## config.mk

```make
export PLATFORM = sky130hd
export DESIGN_NAME = alu_issue_ctrl
export DESIGN_NICKNAME = d
export VERILOG_FILES = /design/src/rtl/alu_issue_ctrl.sv
export SDC_FILE = /design/constraint.sdc
export NUM_CORES = 1
export LEC_CHECK = 0
export ABC_AREA = 1
export CORE_MARGIN = 2
export CORE_UTILIZATION = 34
export CTS_CLUSTER_DIAMETER = 80
export DETAILED_ROUTE_END_ITERATION = 12
export HOLD_SLACK_MARGIN = 0.03
export SLEW_MARGIN = 40
export SYNTH_ARGS = -nofsm -noshare
export SYNTH_HDL_FRONTEND = slang
export SYNTH_SLANG_ARGS = --single-unit
export TNS_END_PERCENT = 50
```

## constraint.sdc

```tcl
create_clock -name clk_i -period 2.5 [get_ports clk_i]
set_clock_uncertainty 0.2 [all_clocks]
set_input_delay 0.25 -clock clk_i [delete_from_list [all_inputs] [get_ports clk_i]]
set_output_delay 0.25 -clock clk_i [all_outputs]
set_load 0.05 [all_outputs]
```

## src/rtl/alu_issue_ctrl.sv

```systemverilog
// alu_issue_ctrl: issues regfile operands to a 2-cycle registered ALU and writes results back
module alu_issue_ctrl #(
  parameter int DW = 5,
  parameter int NREG = 8,
  parameter logic [3:0] OP_LDI = 4'b1111
) (
  input  logic                     clk_i,
  input  logic                     rst_i,
  input  logic                     cmd_valid_i,
  output logic                     cmd_ready_o,
  input  logic [3:0]               cmd_op_i,
  input  logic [$clog2(NREG)-1:0]  cmd_rd_i,
  input  logic [$clog2(NREG)-1:0]  cmd_rs1_i,
  input  logic [$clog2(NREG)-1:0]  cmd_rs2_i,
  input  logic [DW-1:0]            cmd_imm_i,
  output logic [DW-1:0]            alu_a_o,
  output logic [DW-1:0]            alu_b_o,
  output logic [3:0]               alu_op_o,
  input  logic [DW-1:0]            alu_data_i,
  input  logic                     alu_carry_i,
  output logic                     res_valid_o,
  output logic [$clog2(NREG)-1:0]  res_rd_o,
  output logic [DW-1:0]            res_data_o,
  output logic                     res_carry_o,
  input  logic [$clog2(NREG)-1:0]  dbg_addr_i,
  output logic [DW-1:0]            dbg_data_o
);
  typedef enum logic [1:0] {IDLE, HOLD, EXEC, WB} state_t;
  state_t state, state_n;
  logic [3:0] op_q;
  logic [$clog2(NREG)-1:0] rd_q;
  logic [DW-1:0] a_q, b_q, wb_data;
  logic [DW-1:0] rf [NREG];
  logic acc, ldi, drive, wb_carry;
  assign acc = cmd_valid_i && cmd_ready_o;
  assign ldi = op_q == OP_LDI;
  assign wb_data = ldi ? a_q : alu_data_i;
  assign wb_carry = !ldi && alu_carry_i;
  assign dbg_data_o = rf[dbg_addr_i];
  always_ff @(posedge clk_i) begin
    if (rst_i) state <= IDLE;
    else state <= state_n;
  end
  always_comb begin
    state_n = state == IDLE ? (acc ? (cmd_op_i == OP_LDI ? WB : HOLD) : IDLE) :
              state == HOLD ? EXEC :
              state == EXEC ? WB : IDLE;
  end
  always_comb begin
    drive = state == HOLD || state == EXEC;
    cmd_ready_o = state == IDLE && !rst_i;
    alu_a_o = drive ? a_q : '0;
    alu_b_o = drive ? b_q : '0;
    alu_op_o = drive ? op_q : 4'b0000;
  end
  always_ff @(posedge clk_i) begin
    if (rst_i) begin
      op_q <= '0;
      rd_q <= '0;
      a_q <= '0;
      b_q <= '0;
      res_valid_o <= 1'b0;
      res_rd_o <= '0;
      res_data_o <= '0;
      res_carry_o <= 1'b0;
      for (int i = 0; i < NREG; i++) rf[i] <= '0;
    end else begin
      res_valid_o <= state == WB;
      if (acc) begin
        op_q <= cmd_op_i;
        rd_q <= cmd_rd_i;
        a_q <= cmd_op_i == OP_LDI ? cmd_imm_i : rf[cmd_rs1_i];
        b_q <= rf[cmd_rs2_i];
      end
      if (state == WB) begin
        rf[rd_q] <= wb_data;
        res_rd_o <= rd_q;
        res_data_o <= wb_data;
        res_carry_o <= wb_carry;
      end
    end
  end
endmodule

```

==> results.toml <==
[outcome]
outcome = "complete, no violations"

[yosys]
syn_avg_cell_area_um2 = 7.08
ys_seq_area_frac = 0.443
ys_ff_latch = 69
synth_area_leaders = "edfxtp_1 (30%), nand2_1 (15%), dfxtp_1 (14%)"
synth_nets = 602
netlist_instances = 569
ys_warn_count = 0
synth_top_area_frac = 0.298
synth_area_leader_cell = "edfxtp_1"
syn_area_mm2 = 0.00403
ys_types = 26

[drt]
vias = 3836
first_iter_violations = 303
dr.pass1.iters = 5
wl_um = 12100
ant_nets = 0
viasPerCell = 5.00
wl_per_cell_um = 15.7
drc = 0

[critical_path]
critPathMaxFanout = 15
arrival_ns = 1.74
slowest_delay_ns = 0.59
cp_top_family = "adder cells"
crit_path_top_delay_cell = "ha_1"
path_depth = 5
path_class = "flop to output pin"
end_kind = "output pin"
rr_worst_depth = 5
crit_path_frequent_cell = "inv_1"
required_ns = 2.05
path_cells = "inv_1 -> ha_1 -> nand2_1 -> inv_1 -> buf_4"
cp_num_buf_inv = 3
cp-start-kind = "flop"

[grt]
grt.overflow.total = 0
grt_max_degree = 21
grt_pass1_wl_um = 19000
grt_pass1_vias = 3637
grt_usage = 0.191
antenna_found_initial = 0

[die]
ios = 60
die_w_um = 113
core-area_mm2 = 0.0115
die_h_um = 113
start_util = 0.351
rows = 39
die_area_mm2 = 0.0127

[clock_tree]
clockBufferDepth = 2
clkTransAtPathRegs_ns = 0.06
post_cts_resized = 0
clk_latency_ns = 0.33
numClockSinks = 69
htree_num_levels = 3
cts-root-buf = "clkbuf_16"
cts_inserted_buffers = 9
cts_setup_buffers = 0
cts_tree = "done"
cts_hold_buf = 0

[placement]
hpwlAfterDp_um = 8990
dp.cells = 751
gp_congestion = 0.896
portBuffers = 59
dpl_cell_area_mm2 = 0.00472

[layout]
fillCellCount = 1155
fin_cells = 767
nets = 652
area_growth_pct = 24.2
drive_gt1_frac = 0.107
stdcell_area_mm2 = 0.00500
layout_common_cells = "nand2_1 (160), nand3_1 (78), inv_1 (77), nor2_1 (56), edfxtp_1 (40)"
final_common_cell = "nand2_1"
insertedDiodeCount = 0

[timing]
rsz0062_at_grt = "no"
clock.fmax_mhz = 457
setup_violations = 0
min_period_ns = 2.19
relSlewSlack = 0.556
tightest_slew_ns = 0.665
period_share = 0.875
fin_setup_tns_ns = 0
maxSlewViolCount = 0
hold_viol = 0
holdWs_ns = 0.267

[power]
p_leak_nw = 2.31
power.total_mw = 2.95
p_per_area_mw_per_mm2 = 591
ir_worst_vdd_v = 0.000281

[hold_path]
hp-class = "flop to flop"
min_path_cells = 2

[flow_run]
drv_cap = 0
## kinds of logic (layout without fill, tap and decap cells)
kind of cell / Yosys count / in the layout / synth area share
buffers and inverters: 114 / 169 / 0.123
AO/OA/AOI/OAI: 72 / 72 / 0.0935
adder cells (fa/ha/maj): 3 / 3 / 0.00932
flip-flops: 69 / 69 / 0.443
AND/OR/NAND/NOR: 311 / 311 / 0.332
## worst paths after layout
path	slack, ns	startpoint	end
worst max register to register	0.48	state[1]$_SDFF_PP0_	rf[7][0]$_SDFFCE_PN0P_
worst max-delay path	0.31	state[1]$_SDFF_PP0_	alu_a_o[3]
worst min register to register	0.27	b_q[4]$_SDFFE_PP0P_	b_q[4]$_SDFFE_PP0P_
worst min-delay path	0.27	b_q[4]$_SDFFE_PP0P_	b_q[4]$_SDFFE_PP0P_
## per-stage QoR
stage          setup WS, ns  utilization
4_1_cts               0.310        0.436
3_3_place_gp          0.257        0.411
5_1_grt               0.165        0.436
6_report              0.312        0.436
2_1_floorplan         0.547            -
3_5_place_dp          0.232        0.411
## tightest hold or removal path: stages (launching register included)
cell	delay [ns]
dfxtp_1	0.30
nand2_1	0.06
a21oi_1	0.06
## cells in the mapped netlist (all sizes together)
| cell type | number |
|---|---|
| a21oi | 38 |
| buf | 11 |
| nand3 | 78 |
| dfxtp | 29 |
| nand4 | 1 |
| ha | 3 |
| o21ai | 28 |
| clkinv | 3 |
| clkbuf | 19 |
| nor3 | 2 |
| nor2 | 58 |
| inv | 81 |
| o21a | 5 |
| nand2 | 166 |
| edfxtp | 40 |
| a31o | 1 |
| and2 | 6 |
## layer usage
layer	wire length [um]	vias to the layer above	global-route usage
met5	0	-	0
met4	287	0	0.0756
met1	5590	1765	0.268
met2	5450	142	0.297
met3	745	25	0.0305
li1	-	1904	-
## state kept, by name, indices dropped and copies added, names as in the netlist
name and flops:
res_data_o 5, res_valid_o 1, state 2, rf 40, b_q 5, op_q 4, a_q 5, res_carry_o 1
rd_q 3, res_rd_o 3
## cell type report
| type | count | area [um^2] | area share |
|---|---|---|---|
| Inverter | 84 | 315 | 0.0631 |
| Clock inverter | 6 | 45.0 | 0.00901 |
| Tap cell | 143 | 179 | 0.0358 |
| Clock buffer | 10 | 239 | 0.0478 |
| Sequential cell | 69 | 1780 | 0.356 |
| Timing Repair Buffer | 69 | 691 | 0.138 |
| Multi-Input combinational cell | 386 | 1750 | 0.350 |
## power by group
part	total [mW]	switching (mW)	internal, mW
Combinational	0.477	0.298	0.179
Sequential	1.27	0.0269	1.24
Clock	1.21	0.504	0.706
Total	2.95	0.828	2.13
No activity file was read; power rests on OpenSTA's default activity.
